$ cat src/rtl/counter_updown_param.sv
// -----------------------------------------------------------------------------
// counter_updown_param
//   Parameterised up/down counter over the range 0..MODULUS-1. It can either
//   wrap at the range ends or saturate there. A one-cycle carry or borrow
//   pulse marks every attempt to step past either end.
//
// Parameters
//   WIDTH    : counter width in bits (2..32)
//   MODULUS  : number of count positions (2..2^WIDTH)
//   SATURATE : 0 = wrap at the range ends, 1 = hold at the range ends
//
// Ports
//   clk        : clock; all state updates on the rising edge
//   reset      : asynchronous active-low reset
//   en         : count enable, one step per enabled edge
//   dir        : 1 = count up, 0 = count down
//   clr        : synchronous clear to 0 (highest priority)
//   load       : synchronous load of load_val, clamped to MODULUS-1
//   load_val   : value to load
//   ovf_clr    : synchronous clear of ovf_sticky
//   count      : registered counter value
//   tc         : terminal count for the current direction (combinational)
//   carry      : registered pulse on an up-overflow attempt
//   borrow     : registered pulse on a down-underflow attempt
//   ovf_sticky : sticky overflow/underflow flag
//
// Build option
//   COUNTER_UPDOWN_STICKY_EN : when defined, ovf_sticky is a real register.
//   It sets on any carry/borrow and clears on ovf_clr; a set wins over a
//   clear on the same edge. When undefined, ovf_sticky is tied to 0 and
//   ovf_clr is ignored.
// -----------------------------------------------------------------------------
module counter_updown_param #(
  parameter int     WIDTH    = 8,
  parameter longint MODULUS  = 256,
  parameter int     SATURATE = 0
) (
  input  logic             clk,
  input  logic             reset,
  input  logic             en,
  input  logic             dir,
  input  logic             clr,
  input  logic             load,
  input  logic [WIDTH-1:0] load_val,
  input  logic             ovf_clr,
  output logic [WIDTH-1:0] count,
  output logic             tc,
  output logic             carry,
  output logic             borrow,
  output logic             ovf_sticky
);

  // Highest legal count value. When MODULUS = 2^WIDTH this is all ones, so
  // the wrap becomes a natural binary rollover.
  localparam logic [WIDTH-1:0] TOP = WIDTH'(MODULUS - 1);

  logic [WIDTH-1:0] count_q, count_d;
  logic             carry_q, carry_d;
  logic             borrow_q, borrow_d;

  // Step and compare in WIDTH+1 bits so that neither the increment nor the
  // load clamp can alias when WIDTH is already fully used by MODULUS.
  logic [WIDTH:0] up_w;
  logic [WIDTH:0] dn_w;
  logic           load_over;
  logic           at_top;
  logic           at_zero;
  logic           unused_msb;

  assign up_w      = {1'b0, count_q} + {{WIDTH{1'b0}}, 1'b1};
  assign dn_w      = {1'b0, count_q} - {{WIDTH{1'b0}}, 1'b1};
  assign load_over = {1'b0, load_val} > {1'b0, TOP};
  assign at_top    = (count_q == TOP);
  assign at_zero   = (count_q == '0);
  // The boundary cases are decoded from at_top/at_zero, so the carry-out bit
  // of each step is never needed.
  assign unused_msb = up_w[WIDTH] ^ dn_w[WIDTH];

  always_comb begin
    count_d  = count_q;
    carry_d  = 1'b0;
    borrow_d = 1'b0;
    if (clr) begin
      count_d = '0;
    end else if (load) begin
      count_d = load_over ? TOP : load_val;
    end else if (en) begin
      if (dir) begin
        if (at_top) begin
          carry_d = 1'b1;
          if (SATURATE == 0) count_d = '0;
        end else begin
          count_d = up_w[WIDTH-1:0];
        end
      end else begin
        if (at_zero) begin
          borrow_d = 1'b1;
          if (SATURATE == 0) count_d = TOP;
        end else begin
          count_d = dn_w[WIDTH-1:0];
        end
      end
    end
  end

  always_ff @(posedge clk or negedge reset) begin
    if (!reset) begin
      count_q  <= '0;
      carry_q  <= 1'b0;
      borrow_q <= 1'b0;
    end else begin
      count_q  <= count_d;
      carry_q  <= carry_d;
      borrow_q <= borrow_d;
    end
  end

  assign count  = count_q;
  assign carry  = carry_q;
  assign borrow = borrow_q;
  // Terminal count follows the live dir input, so it reflects the boundary
  // that the next enabled edge would hit.
  assign tc     = dir ? at_top : at_zero;

`ifdef COUNTER_UPDOWN_STICKY_EN
  logic sticky_q, sticky_d;

  always_comb begin
    sticky_d = sticky_q;
    if (carry_d || borrow_d) begin
      sticky_d = 1'b1;
    end else if (ovf_clr) begin
      sticky_d = 1'b0;
    end
  end

  always_ff @(posedge clk or negedge reset) begin
    if (!reset) begin
      sticky_q <= 1'b0;
    end else begin
      sticky_q <= sticky_d;
    end
  end

  assign ovf_sticky = sticky_q;
`else
  logic unused_ovf_clr;
  assign unused_ovf_clr = ovf_clr;
  assign ovf_sticky     = 1'b0;
`endif

endmodule

$ cat config.mk
export PLATFORM = sky130hd
export DESIGN_NAME = counter_updown_param
export DESIGN_NICKNAME = d
export VERILOG_FILES = /design/src/rtl/counter_updown_param.sv
export SDC_FILE = /design/constraint.sdc
export NUM_CORES = 1
export LEC_CHECK = 0
export ABC_CLOCK_PERIOD_IN_PS = 2450
export BUFFER_PORTS_ARGS = -buffer_cell sky130_fd_sc_hd__buf_2
export CAP_MARGIN = 20
export CELL_PAD_IN_SITES_DETAIL_PLACEMENT = 2
export CELL_PAD_IN_SITES_GLOBAL_PLACEMENT = 2
export CORE_UTILIZATION = 28
export DETAILED_ROUTE_END_ITERATION = 12
export PLACE_DENSITY_LB_ADDON = 0.15
export SYNTH_ARGS = -nofsm -noshare
export SYNTH_HDL_FRONTEND = slang
export SYNTH_SLANG_ARGS = --single-unit
export TNS_END_PERCENT = 100
$ cat constraint.sdc
create_clock -name clk -period 2.45 [get_ports clk]
set_input_delay 0.1225 -clock clk [delete_from_list [all_inputs] [get_ports clk]]
set_output_delay 0.1225 -clock clk [all_outputs]
set_load 0.005 [all_outputs]
---- After elaboration in Yosys (flattened, before gate mapping) ----
Index checks and enable logic that the tools add are counted.
storage, ports and cells
  bits in read-only memories .............. 0
  bits in latches ......................... 0
  bits in registers ....................... 10
  input port bits ......................... 15
  memories kept ........................... 0
  logic and storage cells ................. 25
  output and inout bits ................... 12
  RAM bits ................................ 0
operators by class
  $lt $le $gt $ge ......................... 0
  bitwise logic cells ..................... 0
  div/mod/pow operators ................... 0
  $mul .................................... 0
  mux-type cells .......................... 17
  eq/ne operators ......................... 1
  shifts and indexed selects .............. 0
  reductions and logical operators ........ 2
  add/sub/neg operators ................... 2
operator list
  operator             count
  $mux 8               6
  $mux 1               11
  $add 8x1->8 const B  1
  $eq 8x8->1 const B   1
  $logic_not 8->1      1
  $sub 8x1->8 const B  1
  $reduce_bool 3->1    1

---- Logic depth before layout (Yosys ltp) ----
Gate-level depths: netlist of run 1.
  depth in word-level cells ............... 6
  depth in mapped cells ................... 6
  depth with buffers taken out ............ 6

---- Worst setup path before layout of run 1 ----
Ideal clock, no wire load.
  path type ............................... reg2reg
  start ................................... register count_q[0], in the netlist count[0]
  end ..................................... register count_q[2], in the netlist count[2]
  period minus slack after synthesis ...... 1.792 ns
  stages on the path, launching flop included .. 7
  arrival ................................. 1.714 ns
  path slack .............................. 0.658 ns
  cell sequence ........................... dfrtp_1 -> inv_1 -> ha_1 -> nor4b_4 -> a2111oi_0 -> or4_1 -> a21oi_1
between the ends
  cells in the longest elaborated chain, start to end .. 6
  elaborated cells on any way between the ends .. 10
  those cells by class .................... add/sub (2); eq/ne (1); mux (6); reduce/logical (1)
RTL lines
  item                                       line    source
  from (decl)                                57      logic [WIDTH-1:0] count_q, count_d;
  from (signal assigned)                     112     count_q <= count_d;
  $sub 8x1->8, or another cell as far along  71      assign dn_w = {1'b0, count_q} - {{WIDTH{1'b0}}, 1'b1};
  $mux 8, on equally long branches           96, 89
  $mux 8 *                                   88      if (dir) begin
  $mux 8 *                                   87      end else if (en) begin
  $mux 8 *                                   85      end else if (load) begin
  $mux 8 *                                   83      if (clr) begin
Mark *: on every way between the ends. The rest lies on a longest branch, timed or not. The select of a mux whose other input is x is not followed.
A chain may end at the register's enable or synchronous reset.

---- Worst setup path after layout of run 1 ----
  start ................................... register count_q[1], in the netlist count[1]
  end ..................................... output port tc
between the ends
  cells in the longest elaborated chain, start to end .. 2
  elaborated cells on any way between the ends .. 3
  those cells by class .................... eq/ne (1); mux (1); reduce/logical (1)
RTL lines
  item                                           line    source
  $eq 8x8->1 or $logic_not 8->1 (tied branches)  73, 74
  $mux 1 *                                       123     assign tc = dir ? at_top : at_zero;
  to (decl)                                      47      output logic tc,
Mark *: on every way between the ends. The rest lies on a longest branch, timed or not.

==> flow_summary_export.csv, run 1 <==
group,metric,value,unit
synth,synth_edf_count,0,
synth,syn_area,915,µm²
power,pwr-share-clk,31.2,%
placement,post-dp-hpwl,2140,µm
die,die_w,59.2,µm
sta,finalCritPeriodShare,94.8,%
synth,yosysSeqAreaShare,27.4,%
clocking,cts_buffer_depth,2,
synth,syn_nets,130,
global_routing,grt_max_degree,16,
setup_path,reg2reg_slack,0.37,ns
global_routing,grt_pass1_wl,5000,µm
final_layout,drive_above_1_share,29.1,%
sta,fin_setup_tns,0,ns
synth,yosys-top-cells-area,"dfrtp_1, a21oi_1, ha_1",
die,design.core.area,3080,µm²
setup_path,crit_fanout,8,
synth,async_reset_ff_share,100,%
hold_path,holdPathEnd,"count[2]",
final_layout,final_nets,153,
drt,drtIter0Drc,25,
power,combPwrFrac,29.4,%
global_routing,antenna_found_initial,0,
power,p_seq_share,39.4,%
sta,drv_slew,0,
setup_path,worstPathRequired,2.33,ns
setup_path,slowest_delay,0.50,ns
synth,synth-compound-area-share,25.9,%
placement,gp_congestion,0.724,
setup_path,ff2ff_path_depth,6,
die,initial_core_util,29.7,%
clocking,htree_num_levels,1,
clocking,cts.clk_slew.worst_paths,0.07,ns
drt,routed_via_density,5.44,
clocking,cts_inserted_buffers,3,
synth,muxShareOfSynthArea,2.33,%
global_routing,busiest_layer,"met2",
power,p_int,0.000339,W
sta,hold_viol,0,
placement,post_dp_cell_area,1050,µm²
placement,pre_cts_ws,0.381,ns
synth,yosysTopAreaCell,"dfrtp_1",
hold_path,hp-start,"load_val[2]",
power,peakVddDrop,0.229,mV
die,num_rows,20,
power,p_per_area,473,nW/µm²
synth,synth_flop_cell,"dfrtp_1",
synth,netlist.area_leader.share,27.4,%
synth,synth_commonest_cells,"a21oi_1, dfrtp_1, inv_1, nand2_1",
sta,final.setup_skew,0.00625,ns
sta,fmax,431,MHz
hold_path,holdPathStages,3,
final_layout,n_antenna_cell,0,
drt,first_pass_iters,3,
global_routing,grt_pass1_vias,1019,
drt,antenna_left,0,
synth,synth_fa_ha_area_share,4.10,%
synth,synth_xor_area_share,1.92,%
placement,numPlacedInstances,173,
global_routing,met3_usage,3.93,%
clocking,cts_tree,"yes",
hold_path,min_path_type,"primary input to flop",
setup_path,cp.buffers_inverters,2,
global_routing,use_met1,23.4,%
run_status,outcome,"complete, no violations",
power,p_sw,0.000181,W
run,drv_cap,0,
synth,synth_top_family_by_area,"simple AND/OR/NAND/NOR gates",
drt,wl_per_cell,17.0,µm
final_layout,final_area,1100,µm²
clocking,cts-root-buf,"clkbuf_4",
drt,finalWirelength,3030,µm
drt,num_vias,968,
setup_path,start_kind,"flop",
setup_path,crit_type,"flop to primary output",
final_layout,fillCellCount,383,
synth,synth_seq_cells,10,
synth,yosysWarnings,0,
synth,synthDistinctLibCells,49,
sta,finalSetupViolCount,0,
setup_path,cp_slowest_cell,"or4b_1",
synth,avgSynthCellArea,8.17,µm²
clocking,clock_latency,0.28,ns
final_layout,syn_to_final_growth,20.2,%
sta,rsz0062_at_grt,"false",
synth,synthSimpleGateAreaFrac,30.4,%
die,die_area,3500,µm²
sta,worst_slack,0.128,ns
clocking,cts_resized,0,
global_routing,global_route.usage.met2,35.6,%
setup_path,cp.arrival,2.20,ns
placement,port_buffers,24,
die,dieHeight,59.2,µm
setup_path,path_cells,"inv_1 -> ha_1 -> or4b_1 -> or3_1 -> nand2_1 -> buf_2",
global_routing,gr-total-overflow,0,
power,total_leakage_power,0.503,nW
power,p_sw_share,34.9,%
setup_path,reg2reg_to,"count[4]",
synth,yosysMostFrequentCell,"a21oi_1",
global_routing,grt_use_total,19.7,%
die,ios,27,
clocking,cts_sinks,10,
sta,fin_crit,2.32,ns
final_layout,stdcell_count,178,
setup_path,critPathCaptureType,"primary output",
sta,holdWs,0.0827,ns
setup_path,critPathTopFamily,"simple AND/OR/NAND/NOR gates",
synth,syn-instance-count,112,
drt,drc,0,
setup_path,r2r-start,"count[1]",
-- layout by cell type, fill, tap and decap left out, drive strengths merged, types with 2 or more instances in the layout --
| cell type | Yosys | final |
|---|---|---|
| nand3 | 4 | 4 |
| buf | 5 | 25 |
| a21o | 2 | 2 |
| ha | 3 | 3 |
| or3 | 3 | 3 |
| and3 | 3 | 3 |
| inv | 7 | 7 |
| nand2 | 6 | 6 |
| or4 | 2 | 2 |
| clkbuf | 3 | 4 |
| o21a | 2 | 2 |
| o31ai | 2 | 2 |
| o21ai | 5 | 5 |
| nor2b | 2 | 2 |
| xor2 | 2 | 2 |
| or4b | 2 | 2 |
| o211ai | 2 | 2 |
| nor3 | 5 | 5 |
| a31oi | 2 | 2 |
| nand4 | 3 | 3 |
| a21oi | 12 | 12 |
| nor2 | 5 | 5 |
| nor3b | 2 | 2 |
| dfrtp | 10 | 10 |
-- worst max path at each step --
stage / from / endpoint / slack [ns] / cells after the start
finish: count[1] / tc / 0.13 / 6
global route: count[1] / tc / 0.004 / 6
CTS: count[1] / tc / 0.12 / 6
detailed placement: count[1] / count[4] / 0.38 / 6
global placement: count[1] / count[4] / 0.45 / 6
floorplan: count[0] / count[2] / 0.66 / 6
-- routing by layer --
layer	wire (µm)	vias up
li1	-	463
met1	1350	479
met2	1530	20
met3	95	6
met4	51	0
met5	0	-
-- power by group through the flow --
stage | Combinational, W | Sequential [W] | Clock, W
6_report | 0.000153 | 0.000205 | 0.000162
5_1_grt | 0.000171 | 0.000208 | 0.000174
4_1_cts | 0.000156 | 0.000205 | 0.000169
3_5_place_dp | 0.000152 | 0.000208 | 0
3_3_place_gp | 0.000147 | 0.000207 | 0
2_1_floorplan | 0.000111 | 0.000196 | 0
-- sequential cells by signal, summed over array words and instances, names as in the netlist --
name	flops
borrow	1
carry	1
count	8
-- kinds of logic (layout without fill, tap and decap cells) --
| group | after synthesis | in the layout |
|---|---|---|
| AO/OA/AOI/OAI | 36 | 36 |
| adder cells (fa/ha/maj) | 3 | 3 |
| buffers and inverters | 15 | 37 |
| other | 1 | 1 |
| AND/OR/NAND/NOR | 43 | 43 |
| flip-flops | 10 | 10 |
| multiplexers | 2 | 2 |
| XOR/XNOR | 2 | 2 |
-- worst min-delay path: stages --
cell     delay (ns)
buf_2          0.10
nand2_1        0.05
a21oi_1        0.05
-- area by class of cell --
| class | instances | area [µm²] | share of cell area [%] |
|---|---|---|---|
| clock buffer | 4 | 36.3 | 3.30 |
| inverter | 7 | 26.3 | 2.39 |
| sequential | 10 | 250 | 22.8 |
| multi-input combinational | 87 | 594 | 54.0 |
| timing repair buffer | 26 | 138 | 12.5 |
| tap | 44 | 55.1 | 5.01 |
-- per-stage QoR --
step	utilization [%]	power, W
CTS	35.7	0.000530
finish	35.7	0.000520
global route	35.7	0.000553
floorplan	-	0.000306
global placement	34.2	0.000353
detailed placement	34.2	0.000361
-- repair_timing --
item | 4_1_cts | 5_1_grt
hold buffers | 1 | 0
hold endpoints to repair | 10 | 0
setup buffers | 0 | 0
Note: power is estimated with default switching activity, not from simulation.
==> run 2, diff against run 1 <==
==> constraint.sdc (replaced) <==
create_clock -name clk -period 2.45 [get_ports clk]
set_input_delay 0.245 -clock clk [delete_from_list [all_inputs] [get_ports clk]]
set_output_delay 0.245 -clock clk [all_outputs]
set_load 0.005 [all_outputs]
==> flow_summary_export.csv, run 2 (same netlist as run 1, synthesis figures left out) <==
group,metric,value,unit
clocking,cts_sinks,10,
sta,drv_slew,0,
power,p_per_area,436,nW/µm²
placement,post-dp-hpwl,2190,µm
power,total_leakage_power,0.500,nW
die,initial_core_util,29.7,%
final_layout,final_common_cell,"buf_2",
final_layout,final_cell_mix,"buf_2, a21oi_1, dfrtp_1, nand2_1, inv_1",
sta,fmax,433,MHz
sta,fin_crit,2.31,ns
clocking,htree_num_levels,1,
hold_path,min_path_type,"primary input to flop",
setup_path,slowest_delay,0.50,ns
power,peakVddDrop,0.213,mV
final_layout,fillCellCount,383,
die,die_area,3500,µm²
global_routing,grt_pass1_wl,5060,µm
sta,final.setup_skew,0.00159,ns
final_layout,register_area,251,µm²
setup_path,path_cells,"inv_2 -> ha_1 -> or4b_1 -> or3_1 -> nand2_1 -> buf_2",
run,drv_cap,0,
global_routing,grt_max_degree,16,
setup_path,crit_type,"flop to primary output",
setup_path,crit_fanout,8,
clocking,cts_inserted_buffers,3,
clocking,clock_latency,0.27,ns
setup_path,cp.arrival,2.06,ns
clocking,cts.clk_slew.worst_paths,0.07,ns
clocking,postCtsSetupRepairBufs,0,
final_layout,multiInputGateArea,594,µm²
sta,fin_setup_tns,0,ns
die,num_rows,20,
hold_path,holdPathStages,3,
clocking,cts_tree,"yes",
final_layout,final_nets,154,
die,design.core.area,3080,µm²
drt,antenna_left,0,
sta,finalSetupViolCount,0,
drt,num_vias,954,
setup_path,cp.depth,6,
run_status,outcome,"complete, no violations",
placement,pre_cts_ws,0.360,ns
setup_path,cp_slowest_cell,"or4b_1",
setup_path,start_kind,"flop",
sta,worst_slack,0.141,ns
global_routing,gr-total-overflow,0,
drt,drtIter0Drc,27,
setup_path,critPathTopFamily,"simple AND/OR/NAND/NOR gates",
setup_path,worstPathRequired,2.20,ns
global_routing,antenna_found_initial,0,
drt,routed_via_density,5.36,
setup_path,critPathCaptureType,"primary output",
die,ios,27,
global_routing,grt_pass1_vias,1042,
die,dieHeight,59.2,µm
sta,rsz0062_at_grt,"false",
final_layout,n_antenna_cell,0,
global_routing,grt_use_total,19.7,%
die,die_w,59.2,µm
clocking,cts-root-buf,"clkbuf_4",
placement,gp_congestion,0.787,
setup_path,cp.buffers_inverters,2,
placement,port_buffers,24,
clocking,cts_buffer_depth,2,
setup_path,ff2ff_path_depth,6,
drt,drc,0,
final_layout,largest_reg_flops,8,
final_layout,syn_to_final_growth,19.7,%
sta,finalCritPeriodShare,94.3,%
final_layout,drive_above_1_share,30.6,%
drt,finalWirelength,2960,µm
drt,first_pass_iters,2,
sta,hold_viol,0,
drt,wl_per_cell,16.6,µm
## run 2: per-stage QoR
step                      power (W)  hold slack [ns]  std cells  util, %  instance area, µm²
after floorplan            0.000306          -0.0506        112        -                 915
final                      0.000477            0.215        178     35.6                1090
after global placement     0.000355            0.139        174     34.5                1060
after detailed placement   0.000362            0.141        174     34.5                1060
after global routing       0.000517            0.225        178     35.6                1090
after CTS                  0.000487            0.208        178     35.5                1090
## run 2: repair_timing
| action | 4_1_cts | 5_1_grt |
|---|---|---|
| resized for setup | 0 | 2 |
| endpoints found under the setup margin | 0 | 1 |
| hold buffers | 1 | 0 |
| endpoints found under the hold margin | 10 | 0 |
## run 2: layer usage
metal / part of all wire (%) / wire (µm) / GRT usage [%]
met2: 50 / 1470 / 34.4
met4: 0.27 / 8 / 3.06
met3: 3.5 / 104 / 4.80
met1: 46 / 1370 / 24.8
met5: 0 / 0 / 0
## run 2: worst paths after layout
check                            startpoint        to  slack, ns
worst max-delay path               count[1]        tc       0.14
worst min-delay path            load_val[2]  count[2]       0.21
worst max register to register     count[1]  count[4]       0.44
worst min register to register     count[5]    borrow       0.77
max in group asynchronous             reset  count[1]       1.82
min in group asynchronous             reset  count[6]       0.38
## run 2: power breakdown
part           leakage [nW]  total [W]  internal [W]  switching, W
Clock                0.0138   0.000117     0.0000569     0.0000606
Combinational         0.355   0.000156     0.0000743     0.0000818
Sequential            0.131   0.000203      0.000176     0.0000275
## run 2: worst reg2reg max path: cells and delay by family, from the launching register on
| family | cells | cell delay (ns) |
|---|---|---|
| AND/OR/NAND/NOR | 2 | 0.85 |
| flip-flops | 1 | 0.47 |
| AO/OA/AOI/OAI | 2 | 0.36 |
| adder cells (fa/ha/maj) | 1 | 0.16 |
| buffers and inverters | 1 | 0.10 |
## run 2: final cells by class
cell class,instances,area share (%)
multi-input combinational,87,54.3
sequential,10,23.0
inverter,7,2.40
tap,44,5.03
clock buffer,3,2.06
timing repair buffer,27,13.3
==> run 3, diff against run 2 <==
- SETUP_SLACK_MARGIN: default -> 0.2
==> flow_summary_export.csv, run 3 (same netlist as run 1, synthesis figures left out) <==
group,metric,value,unit
final_layout,register_area,254,µm²
drt,drc,0,
clocking,htree_num_levels,1,
placement,gp_congestion,0.787,
setup_path,reg2reg_slack,0.42,ns
clocking,cts_buffer_depth,2,
drt,first_pass_iters,2,
global_routing,antenna_found_initial,0,
final_layout,n_antenna_cell,0,
clocking,cts-root-buf,"clkbuf_4",
die,dieHeight,59.2,µm
clocking,cts_sinks,10,
die,die_area,3500,µm²
drt,finalWirelength,3070,µm
placement,port_buffers,24,
global_routing,grt_pass1_vias,1052,
clocking,cts_inserted_buffers,3,
final_layout,final_nets,160,
setup_path,cp-endpoint,"tc",
sta,hold_viol,0,
power,total_leakage_power,0.526,nW
setup_path,crit_fanout,3,
power,peakVddDrop,0.179,mV
drt,wl_per_cell,16.7,µm
sta,finalCritPeriodShare,88.6,%
sta,fin_setup_tns,0,ns
sta,fmax,461,MHz
drt,drtIter0Drc,33,
drt,routed_via_density,5.34,
final_layout,fin_util,37.5,%
setup_path,crit_type,"flop to primary output",
die,design.core.area,3080,µm²
final_layout,fillCellCount,383,
setup_path,critPathCaptureType,"primary output",
final_layout,final_common_cell,"buf_2",
sta,rsz0062_at_grt,"false",
setup_path,worstPathRequired,2.20,ns
clocking,cts_tree,"yes",
sta,finalSetupViolCount,0,
die,ios,27,
clocking,clock_latency,0.28,ns
setup_path,start_kind,"flop",
setup_path,crit_start,"count[0]",
setup_path,ff2ff_path_depth,7,
die,num_rows,20,
final_layout,multiInputGateArea,606,µm²
global_routing,grt_pass1_wl,5110,µm
setup_path,reg2reg_to,"count[2]",
run,drv_cap,0,
sta,final.setup_skew,0.00349,ns
setup_path,r2r-start,"count[0]",
global_routing,grt_use_total,19.9,%
power,p_per_area,433,nW/µm²
final_layout,syn_to_final_growth,26.1,%
drt,num_vias,982,
clocking,cts.clk_slew.worst_paths,0.07,ns
final_layout,final_cell_mix,"buf_2, a21oi_1, buf_4, dfrtp_1, nand2_1",
setup_path,cp.arrival,1.93,ns
sta,fin_crit,2.17,ns
final_layout,largest_reg_flops,8,
global_routing,grt_max_degree,16,
placement,post-dp-hpwl,2190,µm
run_status,outcome,"complete, no violations",
hold_path,min_path_type,"primary input to flop",
global_routing,gr-total-overflow,0,
drt,antenna_left,0,
die,initial_core_util,29.7,%
sta,drv_slew,0,
die,die_w,59.2,µm
final_layout,drive_above_1_share,37.9,%
==> run 3: power by group <==
group	internal (W)	switching, W	total [W]
combinational	0.0000866	0.0000878	0.000174
clock	0.0000571	0.0000661	0.000123
sequential	0.000176	0.0000254	0.000202
==> run 3: critical path, cell delays in order, from the launching register on <==
cell,delay (ns)
dfrtp_1,0.39
inv_2,0.08
ha_2,0.18
or4b_4,0.48
or3_4,0.34
nand2_1,0.06
buf_2,0.11
==> run 3: how the worst min path moves through the flow <==
stage	startpoint	end	slack, ns	depth (start not counted)
2_1_floorplan	reset	borrow	-0.05	0
3_3_place_gp	reset	count[6]	0.14	1
3_5_place_dp	reset	count[6]	0.14	1
4_1_cts	load_val[2]	count[2]	0.20	3
5_1_grt	load_val[1]	count[1]	0.22	3
6_report	load_val[2]	count[2]	0.20	3
==> run 3: through the flow <==
stage / hold WS [ns] / std cells / instance area, µm² / power [W] / setup WS, ns
6_report: 0.198 / 184 / 1150 / 0.000499 / 0.279
5_1_grt: 0.221 / 184 / 1150 / 0.000536 / 0.208
4_1_cts: 0.204 / 179 / 1110 / 0.000492 / 0.201
3_5_place_dp: 0.141 / 174 / 1060 / 0.000362 / 0.360
3_3_place_gp: 0.139 / 174 / 1060 / 0.000355 / 0.393
2_1_floorplan: -0.0506 / 112 / 915 / 0.000306 / 0.575
==> run 3: timing repair <==
| item | in CTS | in global routing |
|---|---|---|
| endpoints found under the setup margin | 1 | 1 |
| endpoints found under the hold margin | 10 | 0 |
| gates resized for setup | 4 | 4 |
| pin swaps | 0 | 1 |
| buffers inserted | 1 | 5 |
| hold buffers | 1 | 0 |
==> run 3: final cells by class <==
class                   instances  share of cell area [%]
clock buffers                   3                    1.95
inverters                       7                    2.28
multi-input cells              87                    52.5
flip-flops and latches         10                    22.0
well taps                      44                    4.77
repair buffers                 33                    16.5
==> run 3: layer usage <==
metal	routed length, µm	up-vias	part of all wire [%]	global-route usage (%)
li1	-	474	-	-
met1	1390	486	45	24.9
met2	1560	18	51	34.7
met3	105	4	3.4	4.80
met4	21	0	0.68	4.08
met5	0	-	0	0
